--- src/rtl/mc_sequencer.sv ---
// mc_sequencer: multi-cycle control sequencer for a simple RV32 datapath.
// Walks FETCH/DECODE/EXEC/MEM/WB and raises the datapath strobes.
module mc_sequencer #(
   parameter int unsigned MEM_WAIT_MAX = 255
) (
   input  logic        clk,
   input  logic        rst,
   input  logic        run,
   input  logic [31:0] ir,
   input  logic        brtaken,
   input  logic        mem_ready,
   output logic        pc_we,
   output logic        ir_we,
   output logic        mem_req,
   output logic        mem_we,
   output logic        reg_we,
   output logic        retire,
   output logic [2:0]  state,
   output logic        halted,
   output logic [1:0]  fault,
   output logic [31:0] instret
);

   typedef enum logic [2:0] {
      S_FETCH  = 3'd0,
      S_DECODE = 3'd1,
      S_EXEC   = 3'd2,
      S_MEM    = 3'd3,
      S_WB     = 3'd4,
      S_HALT   = 3'd7
   } state_t;

   localparam int unsigned WW =
      (MEM_WAIT_MAX > 0) ? $clog2(MEM_WAIT_MAX + 1) : 1;
   localparam logic [WW-1:0] WAIT_LIM = WW'(MEM_WAIT_MAX);

   localparam logic [1:0] F_NONE    = 2'b00;
   localparam logic [1:0] F_ILLEGAL = 2'b01;
   localparam logic [1:0] F_TIMEOUT = 2'b10;

   state_t        r_state;
   state_t        w_nxt;
   logic          r_pend;
   logic          w_pend_nxt;
   logic [WW-1:0] r_wait;
   logic [WW-1:0] w_wait_p1;
   logic [1:0]    r_fault;
   logic [1:0]    w_fault_nxt;
   logic [31:0]   r_instret;

   logic          w_pc_we;
   logic          w_ir_we;
   logic          w_mem_req;
   logic          w_mem_we;
   logic          w_reg_we;
   logic          w_tmo;

   logic [6:0]    w_opc;
   logic          w_load;
   logic          w_store;
   logic          w_br;
   logic          w_jmp;
   logic          w_alu;
   logic          w_legal;
   logic          w_unused;

   // opcode classification from the low seven IR bits
   assign w_opc   = ir[6:0];
   assign w_load  = (w_opc == 7'b0000011);
   assign w_store = (w_opc == 7'b0100011);
   assign w_br    = (w_opc == 7'b1100011);
   assign w_jmp   = (w_opc == 7'b1101111) | (w_opc == 7'b1100111);
   assign w_alu   = (w_opc == 7'b0010011) | (w_opc == 7'b0110011)
                  | (w_opc == 7'b0110111) | (w_opc == 7'b0010111);
   assign w_legal = w_load | w_store | w_br | w_jmp | w_alu;

   // branch outcome steers the PC mux directly, not the sequencer
   assign w_unused = brtaken ^ (^ir[31:7]);

   // a request that has waited one more cycle would hit the limit
   assign w_wait_p1 = r_wait + 1'b1;
   assign w_tmo     = (MEM_WAIT_MAX != 0) && (w_wait_p1 == WAIT_LIM);

   // next-state and raw strobe decode
   always_comb begin
      w_nxt       = r_state;
      w_fault_nxt = r_fault;
      w_pend_nxt  = 1'b0;
      w_pc_we     = 1'b0;
      w_ir_we     = 1'b0;
      w_mem_req   = 1'b0;
      w_mem_we    = 1'b0;
      w_reg_we    = 1'b0;
      unique case (r_state)
         S_FETCH: begin
            w_mem_req = run | r_pend;
            if (w_mem_req) begin
               if (mem_ready) begin
                  w_ir_we = 1'b1;
                  w_nxt   = S_DECODE;
               end else if (w_tmo) begin
                  w_nxt       = S_HALT;
                  w_fault_nxt = F_TIMEOUT;
               end else begin
                  w_pend_nxt = 1'b1;
               end
            end
         end
         S_DECODE: begin
            if (w_legal) begin
               w_nxt = S_EXEC;
            end else begin
               w_nxt       = S_HALT;
               w_fault_nxt = F_ILLEGAL;
            end
         end
         S_EXEC: begin
            if (w_br) begin
               w_pc_we = 1'b1;
               w_nxt   = S_FETCH;
            end else if (w_jmp) begin
               w_pc_we  = 1'b1;
               w_reg_we = 1'b1;
               w_nxt    = S_FETCH;
            end else if (w_load | w_store) begin
               w_nxt = S_MEM;
            end else if (w_alu) begin
               w_nxt = S_WB;
            end else begin
               w_nxt       = S_HALT;
               w_fault_nxt = F_ILLEGAL;
            end
         end
         S_MEM: begin
            w_mem_req = 1'b1;
            w_mem_we  = w_store;
            if (mem_ready) begin
               if (w_store) begin
                  w_pc_we = 1'b1;
                  w_nxt   = S_FETCH;
               end else begin
                  w_nxt = S_WB;
               end
            end else if (w_tmo) begin
               w_nxt       = S_HALT;
               w_fault_nxt = F_TIMEOUT;
            end
         end
         S_WB: begin
            w_pc_we  = 1'b1;
            w_reg_we = 1'b1;
            w_nxt    = S_FETCH;
         end
         S_HALT: begin
            w_nxt = S_HALT;
         end
         default: begin
            w_nxt = S_FETCH;
         end
      endcase
   end

   // state, pending fetch, fault and retire counter
   always_ff @(posedge clk) begin
      if (rst) begin
         r_state   <= S_FETCH;
         r_pend    <= 1'b0;
         r_fault   <= F_NONE;
         r_instret <= '0;
      end else begin
         r_state   <= w_nxt;
         r_pend    <= w_pend_nxt;
         r_fault   <= w_fault_nxt;
         r_instret <= r_instret + {31'd0, w_pc_we};
      end
   end

   // consecutive unanswered request cycles within one state
   always_ff @(posedge clk) begin
      if (rst) begin
         r_wait <= '0;
      end else if ((w_nxt != r_state) || !w_mem_req || mem_ready) begin
         r_wait <= '0;
      end else begin
         r_wait <= w_wait_p1;
      end
   end

   assign pc_we   = w_pc_we   & ~rst;
   assign ir_we   = w_ir_we   & ~rst;
   assign mem_req = w_mem_req & ~rst;
   assign mem_we  = w_mem_we  & ~rst;
   assign reg_we  = w_reg_we  & ~rst;
   assign retire  = pc_we;
   assign state   = r_state;
   assign halted  = (r_state == S_HALT);
   assign fault   = r_fault;
   assign instret = r_instret;

endmodule

--- config.mk ---
export PLATFORM = sky130hd
export DESIGN_NAME = mc_sequencer
export DESIGN_NICKNAME = d
export VERILOG_FILES = /design/src/rtl/mc_sequencer.sv
export SDC_FILE = /design/constraint.sdc
export NUM_CORES = 1
export LEC_CHECK = 0
export ABC_CLOCK_PERIOD_IN_PS = 4510
export CORE_ASPECT_RATIO = 1.75
export CORE_MARGIN = 8
export CORE_UTILIZATION = 45
export CTS_BUF_LIST = sky130_fd_sc_hd__clkbuf_4 sky130_fd_sc_hd__clkbuf_8 sky130_fd_sc_hd__clkbuf_16
export DETAILED_ROUTE_END_ITERATION = 12
export PLACE_DENSITY = 0.79
export SYNTH_ARGS = -nofsm -noshare
export SYNTH_HDL_FRONTEND = slang
export SYNTH_SLANG_ARGS = --single-unit
--- constraint.sdc ---
create_clock -name clk -period 4.51 [get_ports clk]
set_clock_uncertainty 0.1 [all_clocks]
set_input_delay 1.1275 -clock clk [delete_from_list [all_inputs] [get_ports clk]]
set_output_delay 1.1275 -clock clk [all_outputs]
set_load 0.05 [all_outputs]
=== Word-level counts from Yosys, hierarchy flattened ===
Cells that the tools add are included.

* Output and inout port bits: 44
* Bits in registers: 46
* Input port bits: 37

* Mux-type cells: 33
* Reductions and logical operators: 8
* Equality and inequality tests: 22
* Bitwise operators: 17
* $add $sub $neg: 2

{| class="wikitable"
|+ Operators with widths
! cell !! number
|-
| $add 32x1->32 || 1
|-
| $mux 3 || 9
|-
| $eq 7x6->1 const B || 3
|-
| $eq 7x7->1 const B || 3
|-
| $mux 2 || 9
|-
| $pmux 3 s5 || 1
|-
| $eq 7x5->1 const B || 2
|-
| $ne 2x2->1 const B || 6
|-
| $mux 1 || 10
|-
| $or 1x1->1 || 9
|-
| $add 8x1->8 const B || 1
|-
| $eq 8x8->1 const B || 1
|-
| $pmux 2 s4 || 1
|-
| $eq 7x2->1 const B || 1
|-
| $reduce_and 7->1 || 1
|-
| $eq 3x2->1 const B || 2
|-
| $eq 3x3->1 const B || 2
|-
| $and 1x1->1 || 5
|-
| $pmux 1 s2 || 2
|-
| $reduce_bool 4->1 || 1
|-
| $reduce_or 4->1 || 1
|-
| $eq 3x1->1 const B || 1
|-
| $logic_not 3->1 || 1
|-
| $ne 3x3->1 || 1
|-
| 5 further kinds || 8
|}

=== Longest topological paths before layout ===
* Depth after elaboration: 13
* Depth in mapped cells: 13

=== Worst setup path before layout ===
Ideal clock, no wire load.

* Path type: input port to output port
* From: input port ir[4]
* To: output port retire
* Setup slack: 0.212 ns
* Cell stages on the path: 6
* Arrival: 3.070 ns
* Buffers on the path: 1
* Cell sequence: and4b_1 -> nor4b_1 -> nand3_1 -> o21ai_0 -> nor2b_1 -> buf_4

* Longest elaborated chain between the ends: 6

{| class="wikitable"
|+ RTL lines
! item !! RTL line !! source
|-
| start: declaration || 9 || <nowiki>input logic [31:0] ir,</nowiki>
|-
| $eq 7x7->1 || 72 || <nowiki>assign w_jmp = (w_opc == 7'b1101111) | (w_opc == 7'b1100111);</nowiki>
|-
| $or 1x1->1 || 72 ||
|-
| $mux 1 || 121 || <nowiki>end else if (w_jmp) begin</nowiki>
|-
| $mux 1 || 118 || <nowiki>if (w_br) begin</nowiki>
|-
| $pmux 1 s3 * || 94 || <nowiki>unique case (r_state)</nowiki>
|-
| $and 1x1->1 * || 189 || <nowiki>assign pc_we = w_pc_we & ~rst;</nowiki>
|-
| end: declaration || 17 || <nowiki>output logic retire,</nowiki>
|}

Every way passes the cells marked *; elsewhere a longest branch is shown, timed or not.

=== Worst setup path after layout ===
* From: input port ir[4]
* To: output port pc_we

* Longest elaborated chain between the ends: 6

{| class="wikitable"
|+ RTL lines
! item !! RTL line !! source
|-
| $eq 7x7->1 || 72 ||
|-
| $or 1x1->1 || 72 ||
|-
| $mux 1 || 121 ||
|-
| $mux 1 || 118 ||
|-
| $pmux 1 s3 * || 94 ||
|-
| $and 1x1->1 * || 189 ||
|-
| end: declaration || 12 || <nowiki>output logic pc_we,</nowiki>
|}

Marks and branches as above.

==> summary.md <==
| Metric | Value |
|---|---|
| Worst hold path type | register to register |
| Gr busiest metal | met2 |
| Slowest CP cell | clkdlybuf4s50_1 |
| Initial antenna violation count | 0 |
| Grt total ovfl | 0 |
| Clock buffer depth | 2 |
| Full die area | 7970 um^2 |
| Met3 Track Usage GR | 0.0491 |
| DP Cell Count | between 300 and 400 |
| Post-route antenna net violation count | 0 |
| Final hold viol count | 0 |
| Nets | 389 |
| CP startpoint kind | input port |
| Vias in the first global route | ~2,200 |
| Largest family of logic cells by synthesized area | simple AND/OR/NAND/NOR gates |
| DRC viols | 0 |
| H-Tree Depth | 2 |
| Top cell by count, worst path | buf_4 |
| Post-route insts no fill | 404 |
| Met1 GRT Util | 0.146 |
| Final setup viols | 0 |
| Vias/cell | 5.56 |
| DR iter-0 viols | 135 |
| Seq cells post-synth | between 40 and 50 |
| Post-Synth Simple-Gate Area | 0.331 |
| Synthesized-area fraction occupied by adder cells | 0.0210 |
| Slew Viols, Final | 0 |
| WP data required | roughly 3.3 ns |
| Core area | between 5000 and 6000 um^2 |
| Drt wl/cell | about 15 um |
| CP Capture Type | output pin |
| Syn Area/Cell | 8.16 um^2 |
| I/O pins | 81 |
| Cts bufs inserted | 5 |
| Share of flip-flops with an asynchronous set or reset | 0 |
| Layout cell share with drive strength beyond 1 | 0.0888 |
| Max incr delay on CP | roughly 0.47 ns |
| First-pass DRT Iterations | 4 |
| Status | finished clean |
| Net Count, Synth | 333 |
| Post-Synthesis Cells | around 290 |
| Power per Cell Area | 354 nW/um^2 |
| RSZ-0062 raised after global routing | false |
| Count of cell types in the netlist | 48 |
| Clock Latency Late Sink | 0.30 ns |
| Post-synthesis mux area share | 0.00420 |
| Pin count of the biggest net entering global routing | 26 |
| Area grow syn2layout | 32.5% |
| Hold WS | approximately 0.36 ns |
| CTS tree | yes |
| CTS Hold Bufs | 0 |
| Post-CTS Resized | 0 |
| Final wirelength | 5860 um |
| Leakage | ~1.1 nW |
| Crit Path Class | input port to output pin |
| Worst vdd ir | about 0.38 mV |
| DP Wirelength | 4460 um |
| Crit Path Max Fanout | 4 |
| Relative slew slack | 0.507 |
| Port buffer count | 54 |
| # Post-CTS Setup Buffers | 0 |
| Setup TNS | 0 ns |
| Clk slew on worst S/H paths | roughly 0.080 ns |
| R2R setup slack | about 1.5 ns |
| Minimum clock period | 4.31 ns |
| Die Wd | 71.0 um |
| Clock Sinks | 46 |
| Vias | 2,247 |
| Total GRT Usage | 0.151 |
| Initial Util | 0.461 |
| CP cell instances | clkdlybuf4s50_1 > and4b_1 > nor4b_1 > buf_4 > nand3_1 > o21ai_0 > nor2b_1 > buf_4 > buf_12 |
| Slew @ Worst Pin | approximately 0.74 ns |
| M2 GR Usage | 0.273 |
| Compound-gate portion of the synthesized area | 0.111 |
| Final worst path period share | 0.955 |
| Peak Freq | 0.232 GHz |
| Die H | roughly 110 um |
| Main synth FF type | dfxtp_1 |
| Antenna diodes | 0 |
| Max-Cap Viols | 0 |
| Synth warn | 0 |
| Reg2reg path depth | 13 |
| Root buffer cell | clkbuf_8 |
| Critical Path AT | around 3.1 ns |
| Worst Hold Path Cells | 2 |
| # rows | 35 |
| Wire length of the first global-routing pass | roughly 10000 um |
| Register area share after synthesis | 0.386 |
| Post-synth EDFFs | 0 |
| Post-Syn Area | 2380 um^2 |
| Synth Area in XOR/XNOR | 0.118 |
| Routability cong. | roughly 0.8 |
==> power breakdown <==
part | total [W] | switching [W] | internal (W)
clock | 0.000315 | 0.000143 | 0.000172
sequential | 0.000468 | 0.0000427 | 0.000426
combinational | 0.000334 | 0.000203 | 0.000131
==> placed cells by master, fill, tap and decap left out, types with 8 or more instances in the layout <==
cell type	netlist	layout
xor2_1	14	14
dfxtp_1	46	46
a21oi_1	18	18
nor2_1	43	43
nand2_1	24	24
clkdlybuf4s50_1	0	48
inv_1	8	8
o21ai_0	8	8
nand3_1	21	21
xnor2_1	18	18
nor3_1	16	16
==> sequential cells by signal, summed over array words and instances, names as in the netlist <==
register and flops:
instret 32, r_wait 8, state 3, fault 2
r_pend 1
==> Yosys cell counts (2+ instances only) <==
cell type  count  area [um^2]
nand3b_1       2         15.0
a31oi_1        2         12.5
nor2_1        43          161
nor2b_1        5         31.3
and3_1         5         31.3
xor2_1        14          123
dfxtp_1       46          921
nand4_2        2         25.0
xnor2_1       18          158
inv_1          8         30.0
nand3_1       21          105
o21a_1         2         15.0
or3_1          4         25.0
and4_1         2         17.5
nand4_1        5         31.3
o21ai_0        8         40.0
nand2_1       24         90.1
nor3_1        16         80.1
a21oi_1       18         90.1
a21boi_0       2         15.0
clkbuf_1       7         26.3
nand2b_1       7         43.8
nand2_2        2         12.5
ha_1           4         50.1
nor3b_1        2         15.0
==> final cells by class <==
cell class	count	area [um^2]
flip-flops and latches	46	921
repair buffers	58	631
well taps	55	68.8
clock buffers	6	76.3
multi-input cells	229	1400
clock inverters	2	37.5
inverters	8	30.0
fillers	446	2010
==> through the flow <==
step / utilization / setup slack, ns / total power, W / area (um^2)
floorplan: - / 0.212 / 0.000692 / 2380
global placement: 0.589 / 0.242 / 0.000805 / 3050
detailed placement: 0.589 / 0.135 / 0.000811 / 3050
CTS: 0.611 / 0.184 / 0.00112 / 3160
global route: 0.611 / 0.0271 / 0.00117 / 3160
finish: 0.611 / 0.204 / 0.00112 / 3160
==> path summary, 6_finish.rpt <==
kind / start / end
worst max-delay path: ir[4] / pc_we
worst min-delay path: fault[1] / fault[1]
worst max register to register: state[1] / instret[28]
worst min register to register: fault[1] / fault[1]
==> per-layer routing <==
| metal | routed length [um] | vias to the layer above |
|---|---|---|
| met2 | 3190 | 41 |
| met4 | 121 | 0 |
| li1 | - | 1125 |
| met5 | 0 | - |
| met3 | 277 | 8 |
| met1 | 2280 | 1073 |
==> kinds of logic (layout without fill, tap and decap cells) <==
kind of cell	after synthesis	after routing
AND/OR/NAND/NOR	150	150
XOR/XNOR	32	32
adder cells (fa/ha/maj)	4	4
buffers and inverters	17	74
flip-flops	46	46
multiplexers	1	1
AO/OA/AOI/OAI	42	42
==> worst max-delay path, delay by kind of cell <==
family,cells,cell delay (ns)
and+or+nand+nor,4,0.85
buffers and inverters,4,0.95
AOI/OAI and AO/OA,1,0.14
Power figures use the tool's default switching activity.
